File: src/rtl/lfsr_step_engine.sv
// Galois LFSR step engine: synchronizes a 16-bit pad command bus, loads a seed,
// and advances the LFSR a commanded number of steps, exposing state[7:0] and busy.
module lfsr_step_engine #(
  parameter int               WIDTH    = 16,
  parameter logic [WIDTH-1:0] TAPS     = 16'hB400,
  parameter int               STEP_DIV = 1
) (
  input  logic        wb_clk_i,
  input  logic        wb_rst_ni,
  input  logic [15:0] cmd_i,
  output logic [7:0]  dout_o,
  output logic        busy_o,
  output logic        dbg_state_o
);

  localparam int DIVW = (STEP_DIV > 1) ? $clog2(STEP_DIV) : 1;

  typedef enum logic {
    IDLE = 1'b0,
    RUN  = 1'b1
  } state_e;

  localparam logic [1:0] OP_LOAD_LO = 2'b00;
  localparam logic [1:0] OP_LOAD_HI = 2'b01;
  localparam logic [1:0] OP_RUN     = 2'b10;
  localparam logic [1:0] OP_STOP    = 2'b11;

  state_e            r_fsm, w_fsm_nx;
  logic [15:0]       r_sync1, r_sync2;
  logic              r_strb_d;
  logic [WIDTH-1:0]  r_state, w_state_nx;
  logic [8:0]        r_left, w_left_nx;
  logic [DIVW-1:0]   r_div, w_div_nx;
  logic [7:0]        r_dout;

  logic              w_pulse;
  logic [1:0]        w_op;
  logic [7:0]        w_data;
  logic              w_div_wrap;
  logic [WIDTH-1:0]  w_stepped;
  logic [WIDTH-1:0]  w_load_val;
  logic              w_unused_bits;

  // Pulse fires on the first synchronized cycle the strobe reads high.
  assign w_pulse       = r_sync2[13] & ~r_strb_d;
  assign w_op          = r_sync2[15:14];
  assign w_data        = r_sync2[7:0];
  assign w_unused_bits = ^r_sync2[12:8];
  assign w_div_wrap    = (r_div == DIVW'(STEP_DIV - 1));
  assign w_stepped     = r_state[0] ? ((r_state >> 1) ^ TAPS) : (r_state >> 1);

  always_ff @(posedge wb_clk_i) begin
    if (!wb_rst_ni) begin
      r_sync1  <= '0;
      r_sync2  <= '0;
      r_strb_d <= 1'b0;
      r_fsm    <= IDLE;
      r_state  <= WIDTH'(1);
      r_left   <= '0;
      r_div    <= '0;
      r_dout   <= 8'h01;
    end else begin
      r_sync1  <= cmd_i;
      r_sync2  <= r_sync1;
      r_strb_d <= r_sync2[13];
      r_fsm    <= w_fsm_nx;
      r_state  <= w_state_nx;
      r_left   <= w_left_nx;
      r_div    <= w_div_nx;
      r_dout   <= r_state[7:0];
    end
  end

  always_comb begin
    w_fsm_nx   = r_fsm;
    w_state_nx = r_state;
    w_left_nx  = r_left;
    w_div_nx   = r_div;
    w_load_val = r_state;

    if (r_fsm == RUN) begin
      if (w_div_wrap) begin
        w_state_nx = w_stepped;
        w_left_nx  = r_left - 9'd1;
        w_div_nx   = '0;
        if (r_left == 9'd1) w_fsm_nx = IDLE;
      end else begin
        w_div_nx = r_div + DIVW'(1);
      end
    end

    // Busy is judged on the registered FSM, so a command landing on the
    // final step edge still sees RUN.
    if (w_pulse) begin
      case (w_op)
        OP_LOAD_LO, OP_LOAD_HI: begin
          if (r_fsm == IDLE) begin
            w_load_val = (w_op == OP_LOAD_LO) ? {r_state[WIDTH-1:8], w_data}
                                              : {w_data, r_state[7:0]};
            w_state_nx = (w_load_val == '0) ? WIDTH'(1) : w_load_val;
          end
        end
        OP_RUN: begin
          if (r_fsm == IDLE) begin
            w_fsm_nx  = RUN;
            w_left_nx = (w_data == 8'd0) ? 9'd256 : {1'b0, w_data};
            w_div_nx  = '0;
          end
        end
        OP_STOP: begin
          if (r_fsm == RUN) w_fsm_nx = IDLE;
        end
        default: ;
      endcase
    end
  end

  assign dout_o      = r_dout;
  assign busy_o      = (r_fsm == RUN);
  assign dbg_state_o = r_fsm;

endmodule
File: config.mk
export PLATFORM = sky130hd
export DESIGN_NAME = lfsr_step_engine
export DESIGN_NICKNAME = d
export VERILOG_FILES = /design/src/rtl/lfsr_step_engine.sv
export SDC_FILE = /design/constraint.sdc
export NUM_CORES = 1
export LEC_CHECK = 0
export CAP_MARGIN = 20
export CORE_ASPECT_RATIO = 1.5
export CORE_MARGIN = 2
export CORE_UTILIZATION = 36
export DETAILED_ROUTE_END_ITERATION = 8
export GPL_TIMING_DRIVEN = 0
export HOLD_SLACK_MARGIN = 0.06
export PLACE_DENSITY = 0.64
export SYNTH_ARGS = -nofsm -noshare
export SYNTH_HDL_FRONTEND = slang
export SYNTH_SLANG_ARGS = --single-unit
File: constraint.sdc
create_clock -name wb_clk_i -period 2.65 [get_ports wb_clk_i]
set_input_delay 0.53 -clock wb_clk_i [delete_from_list [all_inputs] [get_ports wb_clk_i]]
set_output_delay 0.53 -clock wb_clk_i [all_outputs]
set_load 0.01 [all_outputs]
# Word-level counts from Yosys, hierarchy flattened
# Index checks and enable logic that the tools add are counted.
# W data, S select, Z words.
dict set report op_classes {
  add_sub_neg 2
  n_mul 0
  n_div 0
  n_lt_le_gt_ge 0
  n_eq_ne 4
  n_shift 0
  muxes 26
  n_bitwise 3
  reduce_logical 4
}
# op n
set op_table {}
lappend op_table {{$mux W16} 8}
lappend op_table {{$mux W9} 6}
lappend op_table {{$logic_not A16 Y1} 1}
lappend op_table {{$mux W1} 11}
lappend op_table {{$eq A9 B1 Y1 const B} 1}
lappend op_table {{$sub A9 B1 Y9 const B} 1}
lappend op_table {{$logic_not A8 Y1} 1}
lappend op_table {{$eq A2 B2 Y1 const B} 2}
lappend op_table {{$not A3 Y4} 1}
lappend op_table {{$eq A2 B1 Y1 const B} 1}
lappend op_table {{$logic_not A2 Y1} 1}
lappend op_table {{$pmux W1 S2} 1}
lappend op_table {{$reduce_or A2 Y1} 1}
lappend op_table {{$add A1 B1 Y1 const B} 1}
lappend op_table {{$and A1 B1 Y1} 1}
lappend op_table {{$not A1 Y1} 1}
dict set report totals {
  reg_bits 68
  latchBits 0
  ramBits 0
  mem_bits_ro 0
  inputBits 18
  out_inout_bits 10
  word_cells 47
  mem_count 0
}

# Longest topological paths before layout
dict set report logic_depth {
  depth_word 7
  mapped_depth 6
}

# Worst setup path before layout
# No wires, ideal clock.
dict set report synth_path {
  path_type {flip-flop to flip-flop}
  from {register r_fsm (netlist: busy_o)}
  to {register r_state[0]}
  setup_ps 129
  arrival_time_ps 1354
  t_required_ps 2521
  slack_ps 1167
  stages_incl_launch_ff 6
  path_buffers 1
  synth_period_minus_slack_ps 1483
  path_cell_list {dfxtp_1 buf_6 or4b_4 a211oi_2 o21a_2 o41ai_2}
}
dict set report synth_between {
  elab_chain_cells 4
}
# item line
set synth_lines {}
lappend synth_lines {{start, declared} 28} ;# state_e r_fsm, w_fsm_nx;
lappend synth_lines {{start signal, assigned} 66} ;# r_fsm <= w_fsm_nx;
lappend synth_lines {{$mux W16} 81} ;# if (r_fsm == RUN) begin
lappend synth_lines {{$mux W16} 97} ;# if (r_fsm == IDLE) begin
lappend synth_lines {{$mux W16} 95} ;# case (w_op)
lappend synth_lines {{$mux W16 (*)} 94} ;# if (w_pulse) begin
lappend synth_lines {{end signal, assigned} 67} ;# r_state <= w_state_nx;
lappend synth_lines {{end, declared} 31} ;# logic [WIDTH-1:0] r_state, w_state_nx;
# Every way passes the cells marked *; elsewhere a longest branch is shown, timed or not.
# A chain may end at the register's enable or synchronous reset.

# Final worst setup path
dict set report layout_path {
  from {register r_fsm (netlist: busy_o)}
  to {output dbg_state_o}
}
# item line
set layout_rtl {}
lappend layout_rtl {{end, declared} 13} ;# output logic dbg_state_o
# No word-level cell between the ends.

==> summary.md <==
| Metric | Value |
|---|---|
| Status | `completed` |
| Pre-CTS WS | `993 ps` |
| Worst-Skew Late Latency | `330 ps` |
| Syn Area/Cell | `9.53 um2` |
| Tcrit/Tclk final | `75.5%` |
| Commonest cells after routing, fill and taps aside | `dfxtp_1 (58), nor2_1 (32), and2_1 (29)` |
| Worst slew margin | `68.3%` |
| Worst r2r path cells | `5` |
| Placement-stage cell area | `0.00267 mm2` |
| Die area | `0.00724 mm2` |
| Area Overhead vs Synth | `20.8%` |
| Routed Antenna Nets | `0` |
| Fin util | `44.3%` |
| Final WS setup | `648 ps` |
| DRC violations left | `0` |
| HPWL after detailed placement | `3560 um` |
| Design Power | `1.84 mW` |
| Unrepaired setup endpoints after global routing | `no` |
| Hold Fails Final Rpt | `0` |
| 1st-pass router iterations | `5` |
| Mapped Nets | `268` |
| CP startpoint kind | `register` |
| First-pass GRT wire length | `8230 um` |
| Largest net degree at the start of global routing | `11` |
| Syn Inst Count | `248` |
| CTS tree | `done` |
| CTS clk-pin slew, worst paths | `60 ps` |
| CTS Root Cell | `clkbuf_8` |
| Element type at the critical path end | `output port` |
| Fmax | `500 MHz` |
| Drt first-iter violations | `81` |
| Drt via density | `5.09` |
| Skew final | `4.14 ps` |
| Post-synthesis sequential area ratio | `49.2%` |
| Final non-filler cell total | `360` |
| Clock sink total | `58` |
| Count of pins over their slew limit | `0` |
| Die height | `103 um` |
| Ports | `28` |
| Num CTS Buffers | `9` |
| Cell variety after synth | `48` |
| Setup tns final | `0 ps` |
| Slew @ Worst Pin | `476 ps` |
| Initial antenna violation count | `0` |
| Hold buffer count at cts | `0` |
| Crit path max fanout | `5` |
| Antenna cells | `0` |
| Vias in the first global route | `1805` |
| Overall global routing resource usage | `14.9%` |
| P_leak | `1.09 nW` |
| Syn Std Cell Area | `0.00236 mm2` |
| DR WL/cell | `13.6 um` |
| Post-CTS resize count | `0` |
| # fillers | `653` |
| Critical path arrival | `1470 ps` |
| Final WL | `4890 um` |
| Post-layout instance area | `0.00285 mm2` |
| PortBufs | `21` |
| Worst Hold Depth | `2` |
| Rows | `36` |
| Worst hold margin | `418 ps` |
| YS warnings | `0` |
| Placer's final routability congestion estimate | `0.910` |
| Max-cap violations | `0` |
| Most common cell after layout, fill and taps aside | `dfxtp_1` |
| Vias | `1831` |
| HP Class | `input port to register` |
| Kind of critical path | `register to output port` |
| Worst Path Required | `2120 ps` |
| # setup viols final | `0` |
| Peak supply drop | `0.000345 V` |
| Nets | `300` |
| Initial Util | `36.7%` |
| Clock period minus final worst setup slack | `2000 ps` |
| CORE AREA | `0.00644 mm2` |
| Chip width | `70.1 um` |
| GR Overflow Total | `0` |
| Placed cells | `345` |
| Clk buf depth | `2` |
| Share of cells above drive strength 1 | `11.6%` |
| Register bit total from synthesis | `58` |
| H-tree Lvls | `3` |
| Post-CTS setup buffers | `0` |
| Power per cell area | `646 mW/mm2` |
where the power goes:
part           internal [mW]  switching [mW]  total [mW]
Clock                  0.452           0.313       0.765
Combinational         0.0765          0.0687       0.145
Sequential             0.907          0.0256       0.932
Total                   1.43           0.408        1.84
sequential cells by signal, summed over array words and instances, names as in the netlist:
register / cells
busy_o: 1
dout_o: 8
r_div: 1
r_left: 9
r_state: 16
r_strb_d: 1
r_sync1: 11
r_sync2: 11
per-layer routing:
layer	vias to the layer above	global-route usage, %	wire length [um]
li1	925	-	-
met1	846	15.1	1920
met2	47	27.2	2600
met3	13	3.20	192
met4	0	10.8	168
met5	-	0	0
final timing paths:
path | startpoint | end | slack [ps]
hold reg to reg | r_sync1[0] | r_sync2[0] | 430
hold / removal | wb_rst_ni | dout_o[0] | 420
setup reg to reg | busy_o | r_state[3] | 1050
setup / recovery | busy_o | dbg_state_o | 650
cell usage after synthesis (all sizes together):
| library cell | count | area (um2) |
|---|---|---|
| a211oi | 2 | 20.0 |
| a21boi | 1 | 7.51 |
| a21o | 2 | 15.0 |
| a21oi | 7 | 35.0 |
| a22o | 1 | 8.76 |
| a2bb2oi | 1 | 8.76 |
| a31oi | 1 | 6.26 |
| and2 | 30 | 189 |
| and2b | 1 | 7.51 |
| and3 | 3 | 18.8 |
| and3b | 1 | 10.0 |
| and4 | 1 | 8.76 |
| and4bb | 1 | 12.5 |
| buf | 8 | 67.6 |
| clkbuf | 7 | 37.5 |
| dfxtp | 58 | 1160 |
| ha | 2 | 25.0 |
| inv | 2 | 7.51 |
| nand2 | 14 | 52.6 |
| nand2b | 4 | 25.0 |
| nand3 | 7 | 35.0 |
| nand3b | 2 | 15.0 |
| nand4 | 2 | 12.5 |
| nor2 | 33 | 126 |
| nor2b | 1 | 6.26 |
| nor3 | 8 | 40.0 |
| nor3b | 1 | 7.51 |
| nor4 | 2 | 12.5 |
| nor4b | 2 | 38.8 |
| o211a | 1 | 10.0 |
| o211ai | 4 | 30.0 |
| o21a | 3 | 23.8 |
| o21ai | 10 | 50.1 |
| o221ai | 12 | 105 |
| o41ai | 1 | 16.3 |
| or4 | 1 | 7.51 |
| or4b | 1 | 13.8 |
| xnor2 | 4 | 35.0 |
| xor2 | 6 | 52.6 |
layout make-up:
type,instances,area [um2],area share [%]
flip-flops and latches,58,1160,40.7
multi-input cells,173,1090,38.2
repair buffers,21,210,7.37
clock buffers,12,145,5.09
plain buffers,15,105,3.68
well taps,76,95.1,3.33
clock inverters,3,40.0,1.40
inverters,2,7.51,0.263
kinds of logic after synthesis:
logic type	count (synthesis)	share of synthesized area, %
AOI/OAI and AO/OA	46	14.2
xor gates and xnor gates	10	3.71
adders and majority gates	2	1.06
buffers and inverters	17	4.77
DFF	58	49.2
and+or+nand+nor	115	27.1
critical path, cell delays in order (launching register included):
cell	delay, ps
dfxtp_1	470
buf_4	160
clkdlybuf4s50_1	520
Power figures use the tool's default switching activity.
==> variant 1 (same flow settings) <==
The output `dout_o` loses its register stage (`r_dout` becomes a continuous assignment).
--- a/src/rtl/lfsr_step_engine.sv
+++ b/src/rtl/lfsr_step_engine.sv
@@ -58,7 +58,6 @@
       r_state  <= WIDTH'(1);
       r_left   <= '0;
       r_div    <= '0;
-      r_dout   <= 8'h01;
     end else begin
       r_sync1  <= cmd_i;
       r_sync2  <= r_sync1;
@@ -67,9 +66,10 @@
       r_state  <= w_state_nx;
       r_left   <= w_left_nx;
       r_div    <= w_div_nx;
-      r_dout   <= r_state[7:0];
     end
   end
+
+  assign r_dout = r_state[7:0];
 
   always_comb begin
     w_fsm_nx   = r_fsm;
Formal check against the unedited RTL: not equivalent (a bounded check fails within 4 cycles, from zero or initial values and one cycle with wb_rst_ni low).
==> variant 1 against the original RTL <==
Clock power decreased by 38%. Utilization decreased by 0.21 points. Cell count decreased by 5.6%. Power decreased by 22%. Sequential power decreased by 13%. Worst setup slack improved by 0.083 ns. Sequential cell count decreased by 8. Wire length decreased by 5.3%. Area after synthesis decreased by 8.2%. Design area decreased by 10%. First-iteration DRC count decreased by 49%.
==> variant 1: results (changes against the original RTL) <==
.. list-table::
   :header-rows: 1

   * - Metric
     - Value
   * - Total number of multi-input combinational cells
     - 165 (-4.6%)
   * - Clock buffer count from CTS
     - 5 (-4)
   * - Largest vdd supply drop
     - 409 uV (+19%)
   * - P_clk
     - 472 uW (-38%)
   * - Final wirelength
     - 4630 um (-5.3%)
   * - Tot Pwr
     - 1430 uW (-22%)
   * - Count of hold-fix buffers inserted at cts
     - 0 (unchanged)
   * - Area of all sequential standard cells
     - 1000 um^2 (-14%)
   * - GP Congestion
     - 0.905 (-0.57%)
   * - Clk cell area share
     - 3.90% (-2.6 points)
   * - Cell types with the highest counts after synthesis
     - dfxtp_1, nor2_1, and2_1
   * - Fraction of layout instances using a drive strength above 1
     - 11.9% (+0.32 points)
   * - Static power due to leakage
     - 0.000979 uW (-10%)
   * - Part of the Yosys area used for sequential elements
     - 46.2% (-3.0 points)
   * - Area of the multi-input gates
     - 1030 um^2 (-5.7%)
   * - Layout buffer count excluding clock buffers
     - 43 (+19%)
   * - Number of iterations in the first detailed-routing pass
     - 4 (-1)
   * - Maximum number of pins on one net before global-route repair
     - 17 (+6)
   * - Clock-pin slew on the worst setup and hold paths
     - 0.10 ns (+0.04 ns)
   * - Filler Cell Count
     - 592 (-9.3%)
   * - Count of distinct cell types in the synthesized netlist
     - 44 (-8.3%)
   * - Detailed-placement wirelength estimate
     - 3400 um (-4.5%)
   * - Global-route wire length before repair
     - 7990 um (-2.9%)
   * - Setup skew after layout
     - 0.0156 ns (+0.0114 ns)
   * - Synthesized netlist net count
     - 259 (-3.4%)
   * - Buffers on Ports
     - 21 (unchanged)
   * - Number of global-route vias before repair
     - 1734 (-3.9%)
   * - Ranking of synthesized cells by area
     - dfxtp_1, and2_1, nor2_1, o221ai_1, buf_4
   * - Drt first-iter violations
     - 41 (-49%)
   * - Max stage delay cell, worst path
     - clkdlybuf4s50_1
   * - Power consumed by combinational cells
     - 151 uW (+4%)
   * - Status
     - completed
   * - Source-to-sink clock delay at the later pin of the worst-skew pair
     - 0.31 ns (-0.02 ns)
   * - Mean number of vias per cell
     - 5.11 (+0.39%)
   * - Fraction of area in registers
     - 39.0% (-1.7 points)
   * - Clock Buffer Count
     - 6 (-6)
   * - Least-Margin Pin Slew
     - 0.578 ns (+0.102 ns)
   * - Seq_cells
     - 50 (-14%)
   * - Non-clock buffer contribution to total cell area
     - 13.4% (+2.3 points)
   * - Arrival time at the worst endpoint
     - 1.39 ns (-0.08 ns)
   * - Cell internal pwr
     - 1080 uW (-25%)
## variant 1: cell count changes in the layout (fill, tap and decap cells not counted), sizes merged
cell | unedited run | this run
dfxtp | 58 | 50
bufinv | 1 | 0
nor2b | 1 | 2
buf | 8 | 17
clkbuf | 19 | 11
nand2b | 4 | 3
and2 | 30 | 23
and2b | 1 | 0
## variant 1: metrics by stage
| stage | hold WS, ns | setup WS, ns | std cells | utilization, % |
|---|---|---|---|---|
| 4_1_cts | 0.434 | 0.706 | 340 | 44.1 |
| 3_5_place_dp | 0.412 | 1.02 | 332 | 42.4 |
| 3_3_place_gp | 0.410 | 1.02 | 332 | 42.4 |
| 6_report | 0.427 | 0.732 | 340 | 44.1 |
| 2_1_floorplan | 0.406 | 1.17 | 239 | - |
| 5_1_grt | 0.460 | 0.636 | 340 | 44.1 |
## variant 1: path summary, 6_finish.rpt
| path | slack (ns) | to | from | cells past startpoint |
|---|---|---|---|---|
| hold / removal | 0.43 | r_sync2[2] | r_sync1[2] | 1 |
| setup reg to reg | 1.00 | r_state[14] | r_sync2[15] | 5 |
| hold reg to reg | 0.43 | r_sync2[2] | r_sync1[2] | 1 |
| setup / recovery | 0.73 | dbg_state_o | busy_o | 2 |
## variant 1: kinds of logic (layout without fill, tap and decap cells)
group / Yosys count / after routing / synth area share, %
DFF: 50 / 50 / 46.2
AOI/OAI and AO/OA: 46 / 46 / 15.5
xor gates and xnor gates: 10 / 10 / 4.04
buffers and inverters: 24 / 53 / 6.52
adders and majority gates: 2 / 2 / 1.15
and+or+nand+nor: 107 / 107 / 26.6
## variant 1: layer usage
metal  wire (um)  track usage (%)  vias up
met5           0                0        -
met4         195             9.11        0
met3         145             1.71       13
met2        2260             26.4       44
met1        2020             18.7      799
li1            -                -      880
==> variant 2 (same flow settings) <==
Made on the original files. Set the parameter `TAPS` to 16'h5A00 (it was 16'hB400).
--- a/src/rtl/lfsr_step_engine.sv
+++ b/src/rtl/lfsr_step_engine.sv
@@ -2,7 +2,7 @@
 // and advances the LFSR a commanded number of steps, exposing state[7:0] and busy.
 module lfsr_step_engine #(
   parameter int               WIDTH    = 16,
-  parameter logic [WIDTH-1:0] TAPS     = 16'hB400,
+  parameter logic [WIDTH-1:0] TAPS     = 16'h5A00,
   parameter int               STEP_DIV = 1
 ) (
   input  logic        wb_clk_i,
Function: changed (a bounded check fails within 10 cycles, from zero or initial values and one cycle with wb_rst_ni low).
==> variant 2 against the original RTL <==
Area after synthesis decreased by 4.8%. Worst setup slack worse by 0.091 ns. Cell count is 4.4% lower. Sequential cell count unchanged. Count of clock-buffer cells in the layout is 1 lower. Clock skew up 0.0043 ns. Worst hold slack better by 0.0099 ns. Die area shrank 4.5%. Wire length decreased by 1.6%. Power increased by 5.7%. Design area is 2.5% lower. Critical path depth did not move. Synthesized cell count fell by 6.5%.
==> variant 2: results (changes against the original RTL) <==
.. list-table::
   :header-rows: 1

   * - Metric
     - Value
   * - Status
     - completed
   * - Arrival time at the worst endpoint
     - 1.56 ns (+0.09 ns)
   * - Yosys warning count
     - 0 (unchanged)
   * - GR Util All Layers
     - 16.8% (+1.9 points)
   * - Max stage delay cell, worst path
     - dfxtp_1
   * - Antenna violations before repair
     - 0 (unchanged)
   * - Cell depth of the worst min-delay path
     - 1 (-1)
   * - Maximum number of pins on one net before global-route repair
     - 12 (+1)
   * - Total instance count after detailed placement
     - 328 (-4.9%)
   * - Worst slack at placement
     - 0.582 ns (-0.411 ns)
   * - Cell depth of the worst flop-to-flop path
     - 4 (-1)
   * - Largest vdd supply drop
     - 435 uV (+26%)
   * - Static power due to leakage
     - 0.00101 uW (-7.2%)
   * - Cell types with the highest counts after synthesis
     - dfxtp_1, and2_1, nor2_1
   * - Xor-xnor portion of the synthesized cell area
     - 3.89% (+0.19 points)
   * - Source-to-sink clock delay at the later pin of the worst-skew pair
     - 0.34 ns
   * - GP Congestion
     - 0.847 (-7.0%)
   * - Count of inserted antenna diode cells
     - 0 (unchanged)
   * - Type of the most critical hold path
     - reg -> reg
   * - Count of nets after finishing
     - 285 (-5.0%)
   * - Synthesized netlist net count
     - 252 (-6.0%)
   * - Fraction of layout instances using a drive strength above 1
     - 9.63% (-2.0 points)
   * - Mean number of vias per cell
     - 5.01 (-1.4%)
   * - Buffers on Ports
     - 22 (+4.8%)
   * - Count of distinct cell types in the synthesized netlist
     - 41 (-15%)
   * - Number of global-route vias before repair
     - 1733 (-4.0%)
   * - Global-route wire length before repair
     - 8380 um (+1.8%)
   * - Number of iterations in the first detailed-routing pass
     - 4 (-1)
   * - Share of flip-flops with an asynchronous set or reset
     - 0% (unchanged)
   * - Post-synthesis mux area share
     - 0.945% (+0.95 points)
   * - Switching power summed over all nets
     - 423 uW (+3.9%)
   * - Synthesized-area fraction occupied by ao, oa, aoi and oai cells
     - 12.9% (-1.3 points)
   * - Biggest fanout along the worst timing path
     - 11 (+6)
   * - Synth Area in Adders
     - 1.11% (+0.053 points)
   * - Setup skew after layout
     - 0.00845 ns (+0.00431 ns)
   * - Detail-routed net length per standard cell
     - 14.0 um (+3.0%)
   * - Post-synth top flop
     - dfxtp_1
   * - Detailed-placement wirelength estimate
     - 3400 um (-4.7%)
   * - CP peak stage delay
     - 0.54 ns (+0.02 ns)
   * - Final wirelength
     - 4810 um (-1.6%)
   * - Least-Margin Pin Slew
     - 0.565 ns (+0.0893 ns)
   * - Mean post-synth cell area
     - 9.70 um^2 (+1.8%)
   * - # DRC
     - 0 (unchanged)
   * - Drt first-iter violations
     - 56 (-31%)
   * - Number of setup buffers added after CTS
     - 0 (unchanged)
   * - Part of the Yosys area used for sequential elements
     - 51.6% (+2.5 points)
   * - Ranking of synthesized cells by area
     - dfxtp_1, and2_1, nor2_1, o221ai_1, a21oi_1
variant 2: cell types whose count changed after synthesis, moves of 3 or more:
cell and change:
a21oi_1 +5, a221oi_1 +4, and2_1 +3, buf_6 -4
inv_1 +3, nand2_1 -7, nand3_1 -4, nor4_1 +3
o211ai_1 -3, o21ai_0 -6
variant 2: cell type report:
type / count / area (um^2)
well taps: 74 / 92.6
clock inverters: 5 / 77.6
clock buffers: 11 / 141
flip-flops and latches: 58 / 1160
plain buffers: 11 / 52.6
inverters: 6 / 22.5
multi-input cells: 157 / 1010
fillers: 589 / 3310
repair buffers: 22 / 220
variant 2: power groups by stage:
stage / combinational (uW) / clock (uW) / sequential [uW]
after global placement: 125 / 0 / 950
after detailed placement: 126 / 0 / 950
after floorplan: 79.6 / 0 / 944
after global routing: 142 / 953 / 935
after CTS: 127 / 907 / 931
final: 125 / 891 / 931
variant 2: through the flow:
stage               utilization (%)  cell area (um^2)  total power (uW)  hold slack (ns)
floorplan                         -              2250              1020            0.412
global placement               42.1              2560              1070            0.414
detailed placement             42.1              2560              1080            0.419
CTS                            45.7              2780              1970            0.433
global route                   45.7              2780              2030            0.444
finish                         45.7              2780              1950            0.428
variant 2: worst paths after layout:
check	to	slack, ns	startpoint
min	r_sync2[15]	0.43	r_sync1[15]
min reg2reg	r_sync2[15]	0.43	r_sync1[15]
max	dbg_state_o	0.56	busy_o
max reg2reg	r_state[9]	0.92	busy_o
variant 2: logic make-up (layout without fill, tap and decap cells):
family	Yosys count	in the layout
buf+inv	17	55
fa+ha+maj	2	2
xor+xnor	10	10
flops	58	58
compound gates	40	40
mux	2	2
simple gates	103	103
variant 2: layer usage:
metal	GRT usage [%]	share of wire, %	vias up
met2	27.0	52	31
met5	0	0	-
met1	19.1	42	805
met4	9.38	2.9	0
li1	-	-	880
met3	5.36	3.1	9
